`config.mk`:
```
export PLATFORM = sky130hd
export DESIGN_NAME = data_mover_bram_mac_n
export DESIGN_NICKNAME = d
export VERILOG_FILES = /design/src/rtl/data_mover_bram_mac_n.sv
export SDC_FILE = /design/constraint.sdc
export NUM_CORES = 2
export LEC_CHECK = 0
export ABC_AREA = 1
export BUFFER_PORTS_ARGS = -buffer_cell sky130_fd_sc_hd__buf_2
export CORE_MARGIN = 8
export CORE_UTILIZATION = 30
export DETAILED_ROUTE_END_ITERATION = 6
export GPL_TIMING_DRIVEN = 0
export SLEW_MARGIN = 25
export SYNTH_ARGS = -nofsm -noshare
export SYNTH_HDL_FRONTEND = slang
export SYNTH_SLANG_ARGS = --single-unit
```
`constraint.sdc`:
```
create_clock -name clk -period 8.95 [get_ports clk]
set_input_delay 2.2375 -clock clk [delete_from_list [all_inputs] [get_ports clk]]
set_output_delay 2.2375 -clock clk [all_outputs]
set_load 0.01 [all_outputs]
```
`src/rtl/data_mover_bram_mac_n.sv`:
```
// NUM_CORE-lane signed MAC data mover: streams node/weight BRAM words, adds a
// per-lane bias, applies optional ReLU and writes lane results to the result BRAM.
module data_mover_bram_mac_n #(
  parameter int unsigned NUM_CORE      = 2,
  parameter int unsigned IN_DATA_WIDTH = 16,
  parameter int unsigned DWIDTH        = NUM_CORE * IN_DATA_WIDTH,
  parameter int unsigned ACC_WIDTH     = 32,
  parameter int unsigned AWIDTH        = 12,
  parameter int unsigned MEM_SIZE      = 4096,
  parameter int unsigned CNT_BIT       = 31
) (
  input  logic                          clk,
  input  logic                          reset,
  input  logic                          i_run,
  input  logic [CNT_BIT-1:0]            i_num_cnt,
  input  logic                          i_relu_en,
  output logic                          o_idle,
  output logic                          o_read,
  output logic                          o_write,
  output logic                          o_done,
  output logic [AWIDTH-1:0]             addr_node,
  output logic                          ce_node,
  output logic                          we_node,
  input  logic [DWIDTH-1:0]             q_node,
  output logic [AWIDTH-1:0]             addr_wegt,
  output logic                          ce_wegt,
  output logic                          we_wegt,
  input  logic [DWIDTH-1:0]             q_wegt,
  output logic [AWIDTH-1:0]             addr_bias,
  output logic                          ce_bias,
  input  logic [DWIDTH-1:0]             q_bias,
  output logic [AWIDTH-1:0]             addr_rslt,
  output logic                          ce_rslt,
  output logic                          we_rslt,
  output logic [ACC_WIDTH-1:0]          d_rslt,
  output logic [NUM_CORE*ACC_WIDTH-1:0] o_result
);

  localparam int unsigned CNT_W = $clog2(MEM_SIZE) + 1;
  localparam int unsigned RES_W = NUM_CORE * ACC_WIDTH;
  localparam int unsigned PRD_W = 2 * IN_DATA_WIDTH;

  typedef enum logic [2:0] {
    S_IDLE, S_READ, S_DRAIN, S_BIAS, S_WRITE, S_DONE
  } state_t;

  state_t               state_q, state_d;
  logic [CNT_W-1:0]     cnt_q, cnt_d;
  logic [CNT_W-1:0]     n_q, n_clamp_c;
  logic                 relu_q;
  logic                 accept_c;

  logic                 o_idle_q, o_read_q, o_write_q, o_done_q;
  logic                 ce_node_q, ce_bias_q, ce_rslt_q, we_rslt_q;
  logic [AWIDTH-1:0]    addr_rd_q, addr_rslt_q;
  logic [ACC_WIDTH-1:0] d_rslt_q;
  logic                 o_idle_d, o_read_d, o_write_d, o_done_d;
  logic                 ce_node_d, ce_bias_d, ce_rslt_d, we_rslt_d;
  logic [AWIDTH-1:0]    addr_rd_d, addr_rslt_d;
  logic [ACC_WIDTH-1:0] d_rslt_d;

  logic                 rd_vld_q, prod_vld_q;
  logic [ACC_WIDTH-1:0] prod_q [NUM_CORE];
  logic [ACC_WIDTH-1:0] prod_c [NUM_CORE];
  logic [ACC_WIDTH-1:0] acc_q  [NUM_CORE];
  logic [RES_W-1:0]     res_q, res_d;

  assign accept_c  = (state_q == S_IDLE) && i_run;
  assign n_clamp_c = (i_num_cnt > CNT_BIT'(MEM_SIZE)) ? CNT_W'(MEM_SIZE) : CNT_W'(i_num_cnt);

  // State register
  always_ff @(posedge clk) begin
    if (reset) begin
      state_q <= S_IDLE;
      cnt_q   <= '0;
    end else begin
      state_q <= state_d;
      cnt_q   <= cnt_d;
    end
  end

  // Next-state logic; cnt_q tracks the cycle index within the current state
  always_comb begin
    state_d = state_q;
    cnt_d   = cnt_q + CNT_W'(1);
    unique case (state_q)
      S_IDLE: begin
        cnt_d = '0;
        if (i_run) state_d = (n_clamp_c == '0) ? S_DRAIN : S_READ;
      end
      S_READ:  if (cnt_q == n_q - CNT_W'(1))          begin state_d = S_DRAIN; cnt_d = '0; end
      S_DRAIN: if (cnt_q == CNT_W'(2))                begin state_d = S_BIAS;  cnt_d = '0; end
      S_BIAS:  if (cnt_q == CNT_W'(1))                begin state_d = S_WRITE; cnt_d = '0; end
      S_WRITE: if (cnt_q == CNT_W'(NUM_CORE - 1))     begin state_d = S_DONE;  cnt_d = '0; end
      S_DONE:  begin state_d = S_IDLE; cnt_d = '0; end
      default: begin state_d = S_IDLE; cnt_d = '0; end
    endcase
  end

  // Output decode from the next state so the registered outputs align with it
  always_comb begin
    o_idle_d    = (state_d == S_IDLE);
    o_read_d    = (state_d == S_READ);
    o_write_d   = (state_d == S_WRITE);
    o_done_d    = (state_d == S_DONE);
    ce_node_d   = (state_d == S_READ);
    addr_rd_d   = (state_d == S_READ) ? AWIDTH'(cnt_d) : '0;
    ce_bias_d   = (state_d == S_BIAS) && (cnt_d == '0);
    ce_rslt_d   = (state_d == S_WRITE);
    we_rslt_d   = (state_d == S_WRITE);
    addr_rslt_d = (state_d == S_WRITE) ? AWIDTH'(cnt_d) : '0;
    d_rslt_d    = '0;
    for (int k = 0; k < int'(NUM_CORE); k++) begin
      if ((state_d == S_WRITE) && (cnt_d == CNT_W'(k)))
        d_rslt_d = res_d[k*ACC_WIDTH +: ACC_WIDTH];
    end
  end

  always_ff @(posedge clk) begin
    if (reset) begin
      o_idle_q    <= 1'b1;
      o_read_q    <= 1'b0;
      o_write_q   <= 1'b0;
      o_done_q    <= 1'b0;
      ce_node_q   <= 1'b0;
      addr_rd_q   <= '0;
      ce_bias_q   <= 1'b0;
      ce_rslt_q   <= 1'b0;
      we_rslt_q   <= 1'b0;
      addr_rslt_q <= '0;
      d_rslt_q    <= '0;
    end else begin
      o_idle_q    <= o_idle_d;
      o_read_q    <= o_read_d;
      o_write_q   <= o_write_d;
      o_done_q    <= o_done_d;
      ce_node_q   <= ce_node_d;
      addr_rd_q   <= addr_rd_d;
      ce_bias_q   <= ce_bias_d;
      ce_rslt_q   <= ce_rslt_d;
      we_rslt_q   <= we_rslt_d;
      addr_rslt_q <= addr_rslt_d;
      d_rslt_q    <= d_rslt_d;
    end
  end

  // Per-lane signed products and bias/ReLU stage
  always_comb begin
    logic signed [IN_DATA_WIDTH-1:0] n_l, w_l, b_l;
    logic signed [PRD_W-1:0]         p_l;
    logic        [ACC_WIDTH-1:0]     sum_l;
    res_d = res_q;
    for (int k = 0; k < int'(NUM_CORE); k++) begin
      n_l       = q_node[DWIDTH-1-k*IN_DATA_WIDTH -: IN_DATA_WIDTH];
      w_l       = q_wegt[DWIDTH-1-k*IN_DATA_WIDTH -: IN_DATA_WIDTH];
      b_l       = q_bias[DWIDTH-1-k*IN_DATA_WIDTH -: IN_DATA_WIDTH];
      p_l       = PRD_W'(n_l) * PRD_W'(w_l);
      prod_c[k] = ACC_WIDTH'(p_l);
      sum_l     = acc_q[k] + ACC_WIDTH'(b_l);
      if (relu_q && sum_l[ACC_WIDTH-1]) sum_l = '0;
      if (accept_c)
        res_d[k*ACC_WIDTH +: ACC_WIDTH] = '0;
      else if ((state_q == S_BIAS) && (cnt_q == CNT_W'(1)))
        res_d[k*ACC_WIDTH +: ACC_WIDTH] = sum_l;
    end
  end

  // Datapath pipeline: BRAM q -> product register -> accumulator
  always_ff @(posedge clk) begin
    if (reset) begin
      n_q        <= '0;
      relu_q     <= 1'b0;
      rd_vld_q   <= 1'b0;
      prod_vld_q <= 1'b0;
      res_q      <= '0;
      for (int k = 0; k < int'(NUM_CORE); k++) begin
        prod_q[k] <= '0;
        acc_q[k]  <= '0;
      end
    end else begin
      rd_vld_q   <= ce_node_q;
      prod_vld_q <= rd_vld_q;
      res_q      <= res_d;
      if (accept_c) begin
        n_q    <= n_clamp_c;
        relu_q <= i_relu_en;
      end
      for (int k = 0; k < int'(NUM_CORE); k++) begin
        if (rd_vld_q) prod_q[k] <= prod_c[k];
        if (accept_c)        acc_q[k] <= '0;
        else if (prod_vld_q) acc_q[k] <= acc_q[k] + prod_q[k];
      end
    end
  end

  assign o_idle    = o_idle_q;
  assign o_read    = o_read_q;
  assign o_write   = o_write_q;
  assign o_done    = o_done_q;
  assign addr_node = addr_rd_q;
  assign ce_node   = ce_node_q;
  assign we_node   = 1'b0;
  assign addr_wegt = addr_rd_q;
  assign ce_wegt   = ce_node_q;
  assign we_wegt   = 1'b0;
  assign addr_bias = '0;
  assign ce_bias   = ce_bias_q;
  assign addr_rslt = addr_rslt_q;
  assign ce_rslt   = ce_rslt_q;
  assign we_rslt   = we_rslt_q;
  assign d_rslt    = d_rslt_q;
  assign o_result  = res_q;

endmodule

```
==> qor.yml <==
coreArea_um2: 128000
antenna_found_initial: 11
setup_viol: 0
async_reset_ff_share_pct: 0
stdcell_count: 7014
place_area_um2: 41800
yosysWarnings: 0
io_buffers: 222
fin_area_um2: 42900
synth_cell_types: 53
postRouteAntennaNets: 0
clock_skew_ns: 0.0143
synth_seq_area_share_pct: 18.2
max-clock-path-buffers: 3
fin_nets: 6272
required_ns: 9.30
end_kind: "register"
peakVddDrop_mv: 0.501
post_drt_wl_per_cell_um: 17.0
vias: 33300
finalPower_mw: 15.9
register_area_um2: 6990
fillerInstances: 13500
ys.flop_type: "dfxtp_1"
hold_violations: 0
multi_input_area_um2: 26400
yosys-top-cells-area: "fa_1, inv_1, nand2_1"
p_leak_nw: 22.6
syn_to_final_growth_pct: 11.5
min_period_ns: 8.36
die_x_um: 374
synth_top_area_cell: "fa_1"
start_util_pct: 30.2
grt_max_degree: 51
place_hpwl_mm: 102
drt_first_pass_iters: 6
worst_pin_slew_ns: 0.957
synth_top_area_share_pct: 27.5
cp-start-kind: "input pin"
timing.max_cap.violations: 0
relSlewSlack_pct: 36.2
syn_avg_cell_area_um2: 7.63
numCtsBuffers: 35
fmax_mhz: 120
drive_gt1_share_pct: 6.88
synth_edf_count: 128
pre_cts_slack_ns: 0.0539
clock_sink_count: 285
root_buffer: "clkbuf_16"
die_h_um: 374
drc: 0
dr.first_iter.drc_count: 2476
finalSetupTns_ns: 0
cts_tree: "built"
io_pins: 286
synth_area_um2: 38500
synth-seq-cells: 285
cp.arrival_ns: 8.72
path_class: "input pin to register"
powerDensity_nw_per_um2: 369
status: "completed"
grt_use_total_pct: 16.7
htree_levels: 2
placed_cells: 6946
cp_max_fo: 10
viasPerCell: 4.75
postCtsHoldBufs: 0
place_congestion: 0.920
clk_latency_ns: 0.55
syn_inst: 5046
hp-start: "o_result[27]$_SDFF_PP0_"
min_period_over_period_pct: 93.4
crit_start: "q_wegt[21]"
setup_slack_ns: 0.587
wl_mm: 119
die-area_um2: 140000
fp-row-count: 131
grt_first_pass_wirelength_mm: 188
cts_setup_buffers: 0
grt_pass1_vias: 33500
rsz0062_at_grt: "no"
r2r-start: "acc_q[1][13]$_SDFFCE_PN0P_"
hold_class: "register to register"
clkSlewWorstSetupHoldPaths_ns: 0.06
grt_overflow: 0
slew_viol_final: 0
cts_resized: 0
==> worst paths after layout <==
kind | end | slack (ns) | cells past startpoint
min reg2reg | o_result[27]$_SDFF_PP0_ | 0.50 | 2
min | o_result[27]$_SDFF_PP0_ | 0.50 | 2
max reg2reg | d_rslt[7]$_SDFF_PP0_ | 5.46 | 16
max | prod_q[0][28]$_SDFFCE_PN0P_ | 0.59 | 22
==> through the flow <==
stage               utilization [%]  hold slack, ns
floorplan                         -           0.471
global placement               32.7           0.490
detailed placement             32.8           0.485
CTS                            33.6           0.494
global route                   33.7           0.526
finish                         33.7           0.499
==> state kept, by name (all words and copies together), names as in the netlist, 3 cells and up <==
| name | count |
|---|---|
| o_result | 64 |
| cnt_q | 13 |
| addr_rslt | 12 |
| acc_q | 64 |
| d_rslt | 32 |
| addr_node | 12 |
| n_q | 13 |
| prod_q | 64 |
| state_q | 3 |
==> cell type report <==
| type | instances | share of cell area [%] |
|---|---|---|
| Multi-Input combinational cell | 3429 | 61.4 |
| Sequential cell | 285 | 16.3 |
| Inverter | 1143 | 10.0 |
| Tap cell | 1662 | 4.84 |
| Timing Repair Buffer | 225 | 2.76 |
| Clock buffer | 45 | 2.15 |
| Buffer | 202 | 2.15 |
| Clock inverter | 18 | 0.379 |
| Antenna cell | 5 | 0.0292 |
==> cell usage after synthesis, types with 12 or more instances <==
cell type,count
o21ai_0,177
nand2_1,1083
nor3_1,34
clkbuf_1,152
dfxtp_1,157
nand3b_1,12
nor2_1,375
a31oi_1,21
ha_1,292
a21o_1,12
nand3_1,175
fa_1,528
a21oi_1,394
xnor2_1,35
inv_1,1137
o21a_1,39
edfxtp_1,128
buf_4,33
or2_2,17
and2_1,28
nand4_1,45
o21bai_1,20
xor2_1,46
==> worst max-delay path, stage by stage <==
cell and delay (ns):
clkbuf_1 0.29, clkbuf_1 0.59, nand2_1 0.24, fa_1 0.54, inv_1 0.07, fa_1 0.52, inv_1 0.28, fa_1 0.50
fa_1 0.56, fa_1 0.43, fa_1 0.49, inv_1 0.04, ha_1 0.37, a21oi_1 0.16, inv_1 0.07, a31oi_1 0.20
nor3_1 0.07, a211oi_1 0.37, o21ai_0 0.15, a21oi_1 0.19, o21ai_0 0.09, a21oi_1 0.26
==> where the power goes <==
| part | internal (mW) | total [mW] | switching, mW |
|---|---|---|---|
| logic | 4.57 | 12.9 | 8.30 |
| registers | 1.52 | 1.60 | 0.0814 |
| clock network | 0.794 | 1.38 | 0.589 |
==> metal layers <==
layer  GRT usage, %  part of all wire (%)  vias to the layer above
met5              0                 0.027                        -
met4           4.10                   2.8                        6
met3           2.35                   5.9                      190
met2           28.5                    47                      981
met1           22.2                    44                    16100
li1               -                     -                    16000
==> cells by family after synthesis <==
group           after synthesis  share of synthesized area, %
fa+ha+maj                   820                          37.0
compound gates              715                          10.2
flops                       285                          18.2
xor+xnor                     81                          1.84
buf+inv                    1345                          13.5
other cells                   1                       0.00974
simple gates               1799                          19.3
==> cell usage in the layout, fill, tap and decap left out, types with 14 or more instances in the layout <==
master,instances
a21oi_1,394
a31oi_1,21
and2_1,28
buf_2,232
buf_4,33
clkbuf_1,161
clkbuf_16,35
conb_1,14
dfxtp_1,157
edfxtp_1,128
fa_1,528
ha_1,292
inv_1,1137
nand2_1,1082
nand3_1,173
nand4_1,45
nor2_1,374
nor3_1,34
o21a_1,39
o21ai_0,177
o21bai_1,20
or2_2,17
xnor2_1,35
xor2_1,46
(Power assumes the default switching activity.)
